==> config.mk <==
export PLATFORM = sky130hd
export DESIGN_NAME = bcd_countdown70
export DESIGN_NICKNAME = d
export VERILOG_FILES = /design/src/rtl/bcd_countdown70.sv
export SDC_FILE = /design/constraint.sdc
export NUM_CORES = 1
export LEC_CHECK = 0
export CAP_MARGIN = 20
export CORE_MARGIN = 2
export CORE_UTILIZATION = 35
export DETAILED_ROUTE_END_ITERATION = 16
export PLACE_DENSITY = 0.73
export SLEW_MARGIN = 25
export SYNTH_ARGS = -nofsm -noshare
export SYNTH_HDL_FRONTEND = slang
export SYNTH_SLANG_ARGS = --single-unit
==> constraint.sdc <==
create_clock -name clk -period 3 [get_ports clk]
set_input_delay 0.3 -clock clk [delete_from_list [all_inputs] [get_ports clk]]
set_output_delay 0.3 -clock clk [all_outputs]
set_load 0.01 [all_outputs]
==> src/rtl/bcd_countdown70.sv <==
// -----------------------------------------------------------------------------
// bcd_countdown70
//   Two-digit BCD countdown timer (units 0..UNITS_MAX, tens 0..TENS_MAX).
//   The count is loaded with a clamped start value and decremented once per
//   qualified tick while running. When it reaches 00 the timer expires and
//   pulses done. With AUTO_RELOAD set, expiry instead reloads the last
//   loaded value and the timer keeps running.
//   The units-to-tens borrow is an ordinary same-clock condition inside the
//   next-state logic. No derived clock is used.
//
// Ports
//   clk         rising-edge clock
//   rst         synchronous reset, active-high, highest priority
//   load        capture load_units / load_tens (clamped), go to IDLE
//   load_units  units load value (BCD, clamped to UNITS_MAX)
//   load_tens   tens load value (clamped to TENS_MAX)
//   start       begin counting from IDLE, or resume from PAUSE
//   pause       suspend counting; wins over start
//   tick        decrement qualifier while running
//   Q1          units digit
//   Q2          tens digit
//   busy        registered, high while the state is RUN
//   done        registered one-cycle pulse, high exactly when expiry shows
// -----------------------------------------------------------------------------
module bcd_countdown70 #(
  parameter int UNITS_MAX   = 9,
  parameter int TENS_MAX    = 6,
  parameter int AUTO_RELOAD = 0
) (
  input  logic       clk,
  input  logic       rst,
  input  logic       load,
  input  logic [3:0] load_units,
  input  logic [2:0] load_tens,
  input  logic       start,
  input  logic       pause,
  input  logic       tick,
  output logic [3:0] Q1,
  output logic [2:0] Q2,
  output logic       busy,
  output logic       done
);

  typedef enum logic [1:0] {
    S_IDLE    = 2'd0,
    S_RUN     = 2'd1,
    S_PAUSE   = 2'd2,
    S_EXPIRED = 2'd3
  } state_t;

  state_t     state_q, state_d;
  logic [3:0] q1_q, q1_d;
  logic [2:0] q2_q, q2_d;
  logic [3:0] rl1_q, rl1_d;
  logic [2:0] rl2_q, rl2_d;
  logic       busy_q, busy_d;
  logic       done_q, done_d;

  logic       at_zero;
  logic       last_tick;
  logic       reload_nz;
  logic [3:0] units_clamped;
  logic [2:0] tens_clamped;

  function automatic logic [3:0] clamp_units(input logic [3:0] v);
    return (v > 4'(UNITS_MAX)) ? 4'(UNITS_MAX) : v;
  endfunction

  function automatic logic [2:0] clamp_tens(input logic [2:0] v);
    return (v > 3'(TENS_MAX)) ? 3'(TENS_MAX) : v;
  endfunction

  assign units_clamped = clamp_units(load_units);
  assign tens_clamped  = clamp_tens(load_tens);

  assign at_zero   = (q1_q == 4'd0) && (q2_q == 3'd0);
  // Count is 01: the tick taken now is the expiring one.
  assign last_tick = (q1_q == 4'd1) && (q2_q == 3'd0);
  // A reload value of 00 would re-expire forever, so treat it as no reload.
  assign reload_nz = (rl1_q != 4'd0) || (rl2_q != 3'd0);

  always_comb begin
    state_d = state_q;
    q1_d    = q1_q;
    q2_d    = q2_q;
    rl1_d   = rl1_q;
    rl2_d   = rl2_q;
    done_d  = 1'b0;

    if (load) begin
      q1_d    = units_clamped;
      q2_d    = tens_clamped;
      rl1_d   = units_clamped;
      rl2_d   = tens_clamped;
      state_d = S_IDLE;
    end else begin
      unique case (state_q)
        S_IDLE: begin
          if (!pause && start && !at_zero) state_d = S_RUN;
        end
        S_RUN: begin
          if (pause) begin
            state_d = S_PAUSE;
          end else if (tick && !at_zero) begin
            if (last_tick) begin
              done_d = 1'b1;
              if ((AUTO_RELOAD != 0) && reload_nz) begin
                q1_d = rl1_q;
                q2_d = rl2_q;
              end else begin
                q1_d    = 4'd0;
                q2_d    = 3'd0;
                state_d = S_EXPIRED;
              end
            end else if (q1_q != 4'd0) begin
              q1_d = q1_q - 4'd1;
            end else begin
              // Borrow from tens: units wrap to their maximum.
              q1_d = 4'(UNITS_MAX);
              q2_d = q2_q - 3'd1;
            end
          end
        end
        S_PAUSE: begin
          if (!pause && start) state_d = S_RUN;
        end
        S_EXPIRED: begin
          state_d = S_EXPIRED;
        end
        default: state_d = S_IDLE;
      endcase
    end

    busy_d = (state_d == S_RUN);
  end

  always_ff @(posedge clk) begin
    if (rst) begin
      state_q <= S_IDLE;
      q1_q    <= 4'd0;
      q2_q    <= 3'd0;
      rl1_q   <= 4'd0;
      rl2_q   <= 3'd0;
      busy_q  <= 1'b0;
      done_q  <= 1'b0;
    end else begin
      state_q <= state_d;
      q1_q    <= q1_d;
      q2_q    <= q2_d;
      rl1_q   <= rl1_d;
      rl2_q   <= rl2_d;
      busy_q  <= busy_d;
      done_q  <= done_d;
    end
  end

  assign Q1   = q1_q;
  assign Q2   = q2_q;
  assign busy = busy_q;
  assign done = done_q;

endmodule

==> results by group, run 1 <==
Outcome
  – Run status: complete, no violations

CTS
  – Setup bufs post-CTS: 0
  – Clk sink count: 11
  – H-tree depth: 1
  – Post-CTS Hold Fix Bufs: 0
  – CTS tree: yes
  – Root Buffer: clkbuf_4
  – CTS buffer count: 3
  – Clk buf depth: 2
  – Worst-skew pair later-pin latency: 0.27 ns
  – Worst-path clk slew: 0.07 ns
  – Post-CTS Resized: 0

Timing
  – Max Slew Vio Count: 0
  – Hold Fails Final Rpt: 0
  – Worst Tran Pin Value: 0.8044 ns
  – Sum Neg Setup Slack: 0 ns
  – Layout Skew: 0.001149 ns
  – # setup viols final: 0
  – Final min period: 2.075 ns
  – RSZ-0062 raised after global routing: false
  – Worst slew margin: 0.4562
  – Fin crit share: 0.6917
  – Max Freq: 481.9 MHz

Synth
  – Seq cells post-synth: 11
  – Seq/Total Area, Yosys: 0.3431
  – Synth unique cells: 27
  – Cell area after synthesis: 641.9 um^2
  – Net Count, Synth: 92
  – Syn avg cell area: 8.336 um^2
  – Cells after Synth: 77
  – Synth warn: 0

Pwr
  – Pwr dens: 398.8 nW/um^2
  – Peak supply drop: 233.2 uV
  – P_leak: 0.0003073 uW

Critical path
  – Worst endpoint required time: 3.14 ns
  – WS Path Type: register to register
  – Worst path arrival time: 2.22 ns
  – CP Launch Point: Q2[0]
  – Crit Path Max Fanout: 5
  – RR Startpoint: Q2[0]
  – Critical Path Sink Type: register
  – Startpoint types: register

Finish
  – Layout cells sized above 1: 0.07071
  – Fin area: 889.6 um^2
  – Nets: 115
  – Area growth syn-to-layout: 38.60%
  – # diodes: 0

Die
  – Die ar.: 2193 um^2
  – Cell row count: 15
  – Top-level port count: 22
  – Starting density of the core: 0.3717
  – Core area: 1727 um^2
  – Die Wd: 46.83 um
  – DIE HEIGHT: 46.83 um

Placed design
  – Post-DP HPWL: 1100 um
  – Placed Area: 863.3 um^2
  – RePlAce Congestion: 0.8300
  – Port Buffers: 21

Route
  – Final wirelength: 1461 um
  – Drt wl/cell: 11.78 um
  – Overall via count from detail_route: 644
  – Drt initial violations: 8
  – Routed Antenna Nets: 0
  – Vias/cell: 5.194
  – Pre-antenna DRT Iters: 4
  – DRC viols: 0

GRT
  – Gr ovfl total: 0
  – Global-route wire length before repair: 2435 um
  – Vias in the first global route: 547
  – GRT Overall Usage: 0.1601
  – Largest net degree at the start of global routing: 19
  – Initial antenna violation count: 0

Worst hold path
  – Worst hold path type: register to register
  – Hold Crit Start: Q2[0]

Run
  – Max Cap Violations: 0
==> area by class of cell <==
cell class | count | area, um^2
inverters | 5 | 18.77
fillers | 180 | 837.1
well taps | 25 | 31.28
flip-flops and latches | 11 | 220.2
multi-input cells | 57 | 375.4
clock buffers | 4 | 26.28
repair buffers | 22 | 217.7
==> report_power, final <==
| part | total, uW | internal, uW | switching [uW] |
|---|---|---|---|
| clock network | 101 | 51.5 | 49.1 |
| logic | 89.2 | 49.6 | 39.6 |
| registers | 165 | 154 | 10.6 |
| total | 355 | 255 | 99.3 |
==> routing by layer <==
| layer | GRT usage | up-vias | wire, um |
|---|---|---|---|
| met2 | 0.2411 | 23 | 707 |
| met4 | 0.09444 | 0 | 12 |
| met5 | 0 | - | 0 |
| met1 | 0.1935 | 287 | 661 |
| li1 | - | 332 | - |
| met3 | 0.06154 | 2 | 79 |
==> layout by cell type, fill, tap and decap left out, drive strengths merged, types with 2 or more instances in the layout <==
cell type / synthesis / final
a21oi: 4 / 4
nand2b: 4 / 4
nor2: 8 / 8
o31ai: 2 / 2
or3: 2 / 2
nor3: 5 / 5
a22oi: 2 / 2
o21ai: 4 / 4
clkdlybuf4s50: 0 / 21
dfxtp: 11 / 11
a211oi: 4 / 4
nor4: 4 / 4
a311oi: 3 / 3
nand2: 6 / 6
clkbuf: 2 / 4
inv: 5 / 5
ha: 2 / 2
==> metrics by stage <==
stage | util | total power, uW | setup WS (ns) | std cells | hold WS (ns)
after floorplan | - | 217.3 | 1.196 | 77 | 0.4568
after global placement | 0.5000 | 256.1 | 0.9019 | 120 | 0.5231
after detailed placement | 0.5000 | 258.0 | 0.8522 | 120 | 0.5184
after CTS | 0.5152 | 362.2 | 0.8902 | 124 | 0.5331
after global routing | 0.5152 | 381.8 | 0.6643 | 124 | 0.5554
final | 0.5152 | 354.7 | 0.9250 | 124 | 0.5304
==> state kept, by name, summed over array words and instances (netlist names) <==
| signal | flops |
|---|---|
| Q1 | 4 |
| busy | 1 |
| done | 1 |
| Q2 | 3 |
| state_q | 2 |
==> synth_stat cells <==
library cell   n  area [um^2]
dfxtp_1       11        220.2
nor2_1         8        30.03
nand2_1        6        22.52
inv_1          5        18.77
nor3_1         5        25.02
a211oi_1       4        30.03
a21oi_1        4        20.02
nand2b_1       4        25.02
nor4_1         4        25.02
o21ai_0        4        20.02
a311oi_1       3        26.28
a22oi_1        2        15.01
ha_1           2        25.02
o31ai_1        2        15.01
a211o_1        1        8.760
buf_2          1        5.000
buf_6          1        11.26
clkbuf_1       1        3.750
clkbuf_4       1        7.510
nand4bb_4      1        27.53
nor4b_1        1        8.760
o21a_1         1        7.510
o31a_2         1        10.01
or3_1          1        6.260
or3_4          1        11.26
or4_1          1        7.510
xor2_1         1        8.760
==> kinds of logic (layout without fill, tap and decap cells) <==
family | Yosys count | in the layout | synth area share
flip-flops | 11 | 11 | 0.3431
AND/OR/NAND/NOR | 32 | 32 | 0.2943
adder cells (fa/ha/maj) | 2 | 2 | 0.03898
XOR/XNOR | 1 | 1 | 0.01365
buffers and inverters | 9 | 31 | 0.07212
AO/OA/AOI/OAI | 22 | 22 | 0.2378
==> critical path, stage by stage, from the launching register on <==
cell and delay, ns:
dfxtp_1 0.33, inv_1 0.08, ha_1 0.16, ha_1 0.20, nor4b_1 0.68, nand2_1 0.21, a22oi_1 0.19, o31ai_1 0.09
==> worst paths after layout <==
check	to	slack, ns	cells after the start
worst max-delay path	Q2[1]	0.93	7
worst min-delay path	Q2[0]	0.53	2
worst max register to register	Q2[1]	0.93	7
worst min register to register	Q2[0]	0.53	2
Power figures use the tool's default switching activity.
==> inputs of run 2 (changes only) <==
- clock period: 3 -> 2.2 ns (I/O delays scaled with it)
==> run 2 against run 1 <==
Effect of this change:
- sequential power grew 36%
- critical path depth stayed put
- clock power up 49%
- critical path type unchanged
- fmax rose by 8.3%
- die area stayed put
- final area grew 0.84%
- utilization grew 0.43 points
- non-clock buffer count is 1 higher
- via count rose by 2.8%
- combinational power increased by 42%
- final cell count grew 0.81%
==> results by group, run 2 (synthesis results as in run 1) <==
Outcome
  – Run status: complete, no violations (unchanged)

Timing
  – Final min period: 1.916 ns (was 2.075 ns)
  – Worst Tran Pin Value: 0.4411 ns (was 0.8044 ns)
  – Hold Fails Final Rpt: 0 (unchanged)
  – Layout Skew: 0.0006162 ns (was 0.001149 ns)
  – Fin crit share: 0.8710 (was 0.6917)
  – Worst slew margin: 0.7050 (was 0.4562)
  – Max Freq: 521.8 MHz (was 481.9 MHz)
  – Max Slew Vio Count: 0 (unchanged)
  – Sum Neg Setup Slack: 0 ns (unchanged)
  – RSZ-0062 raised after global routing: false (unchanged)
  – # setup viols final: 0 (unchanged)
  – Hold_ws: 0.5206 ns (was 0.5304 ns)

CTS
  – Post-CTS Hold Fix Bufs: 0 (unchanged)
  – H-tree depth: 1 (unchanged)
  – Clk sink count: 11 (unchanged)
  – Root Buffer: clkbuf_4 (unchanged)
  – Worst-skew pair later-pin latency: 0.28 ns (was 0.27 ns)
  – Worst-path clk slew: 0.07 ns (about the same)
  – CTS tree: yes (unchanged)
  – Post-CTS Resized: 0 (unchanged)
  – CTS buffer count: 3 (unchanged)
  – Setup bufs post-CTS: 0 (unchanged)
  – Clk buf depth: 2 (unchanged)

Die
  – Core area: 1727 um^2 (unchanged)
  – Cell row count: 15 (unchanged)
  – Die Wd: 46.83 um (unchanged)
  – Die ar.: 2193 um^2 (unchanged)
  – DIE HEIGHT: 46.83 um (unchanged)
  – Starting density of the core: 0.3717 (unchanged)
  – Top-level port count: 22 (unchanged)

Placed design
  – Dpl cells: 121 (was 120)
  – Post-DP HPWL: 1113 um (was 1100 um)
  – Port Buffers: 21 (unchanged)
  – RePlAce Congestion: 0.8400 (was 0.8300)

Critical path
  – Worst endpoint required time: 2.36 ns (was 3.14 ns)
  – CP most frequent cell: ha_1 (unchanged)
  – Critical Path Sink Type: register (unchanged)
  – Crit Path Max Fanout: 6 (was 5)
  – Worst path cell trace: inv_1 -> ha_1 -> ha_1 -> xor2_1 -> o31a_2 -> nor4_1 -> a211oi_1 (was inv_1 -> ha_1 -> ha_1 -> nor4b_1 -> nand2_1 -> a22oi_1 -> o31ai_1)
  – Startpoint types: register (unchanged)
  – Worst path arrival time: 2.07 ns (was 2.22 ns)
  – WS Path Type: register to register (unchanged)
  – Slowest stage cell, crit path: o31a_2 (was nor4b_1)
  – CP peak stage delay: 0.39 ns (was 0.68 ns)

Pwr
  – Switch share: 0.2990 (was 0.2799)
  – Part of the power in combinational logic: 0.252 (was 0.251)
  – Peak supply drop: 279.2 uV (was 233.2 uV)
  – Clk network pwr share: 0.300 (was 0.284)
  – Internal: 351.7 uW (was 255.4 uW)
  – Switching Power: 150.0 uW (was 99.31 uW)
  – Total Power: 501.7 uW (was 354.7 uW)
  – Sequential fraction of design power: 0.448 (was 0.465)
  – Pwr dens: 559.2 nW/um^2 (was 398.8 nW/um^2)
  – P_leak: 0.0003124 uW (was 0.0003073 uW)

Finish
  – # diodes: 0 (unchanged)
  – Commonest non-fill, non-tap cell in the layout: clkdlybuf4s50_1 (unchanged)
  – Final Util: 0.5196 (was 0.5152)
  – Commonest cells after routing, fill and taps aside: clkdlybuf4s50_1 (21), dfxtp_1 (11), nor2_1 (8), nand2_1 (6) (unchanged)
  – Area growth syn-to-layout: 39.77% (was 38.60%)
  – Layout cells sized above 1: 0.08000 (was 0.07071)
  – Fin cells: 125 (was 124)
  – Max reg flops: 4 (unchanged)
  – Nets: 116 (was 115)

Worst hold path
  – Worst hold path type: input port to register (was register to register)

Route
  – Drt wl/cell: 12.23 um (was 11.78 um)
  – Final wirelength: 1529 um (was 1461 um)
  – Routed Antenna Nets: 0 (unchanged)
  – Pre-antenna DRT Iters: 4 (unchanged)
  – Vias/cell: 5.296 (was 5.194)
  – DRC viols: 0 (unchanged)
  – Overall via count from detail_route: 662 (was 644)
  – Drt initial violations: 14 (was 8)

GRT
  – Gr ovfl total: 0 (unchanged)
  – Initial antenna violation count: 0 (unchanged)
  – GRT Overall Usage: 0.1635 (was 0.1601)
  – Largest net degree at the start of global routing: 13 (was 19)
  – Global-route wire length before repair: 2421 um (was 2435 um)
  – Vias in the first global route: 575 (was 547)

Run
  – Max Cap Violations: 0 (unchanged)
## run 2: power by group through the flow
stage	registers [uW]	clock network [uW]	logic, uW
6_report	225	150	127
4_1_cts	225	154	127
3_3_place_gp	229	0	124
3_5_place_dp	229	0	126
2_1_floorplan	229	0	67.0
5_1_grt	227	161	141
## run 2: routing by layer
metal	global-route usage	wire length, um	vias up
met1	0.1897	671	305
met3	0.04615	89	3
li1	-	-	331
met2	0.2575	736	23
met4	0.1167	31	0
met5	0	0	-
## run 2: final cells by class
class                   instances  area [um^2]
fillers                       166        829.5
multi-input cells              57        375.4
repair buffers                 23        225.2
flip-flops and latches         11        220.2
well taps                      25        31.28
clock buffers                   4        26.28
inverters                       5        18.77
## run 2: worst paths after layout
path,startpoint,to,slack [ns],cells past startpoint
max reg2reg,Q2[0],Q2[0],0.28,7
max,Q2[0],Q2[0],0.28,7
min,load_units[0],Q1[0],0.52,3
min reg2reg,Q2[0],Q2[0],0.53,2
## run 2: metrics by stage
| stage | cell area, um^2 | setup slack, ns |
|---|---|---|
| floorplan | 641.9 | 0.3959 |
| global placement | 870.8 | 0.1781 |
| detailed placement | 870.8 | 0.1338 |
| CTS | 897.1 | 0.2738 |
| global route | 897.1 | 0.1600 |
| finish | 897.1 | 0.2837 |
## run 2: worst max-delay path, delay by kind of cell (launching register included)
family	cells	cell delay, ns
simple gates	1	0.29
buf+inv	1	0.07
xor+xnor	1	0.16
flops	1	0.38
compound gates	2	0.47
fa+ha+maj	2	0.41
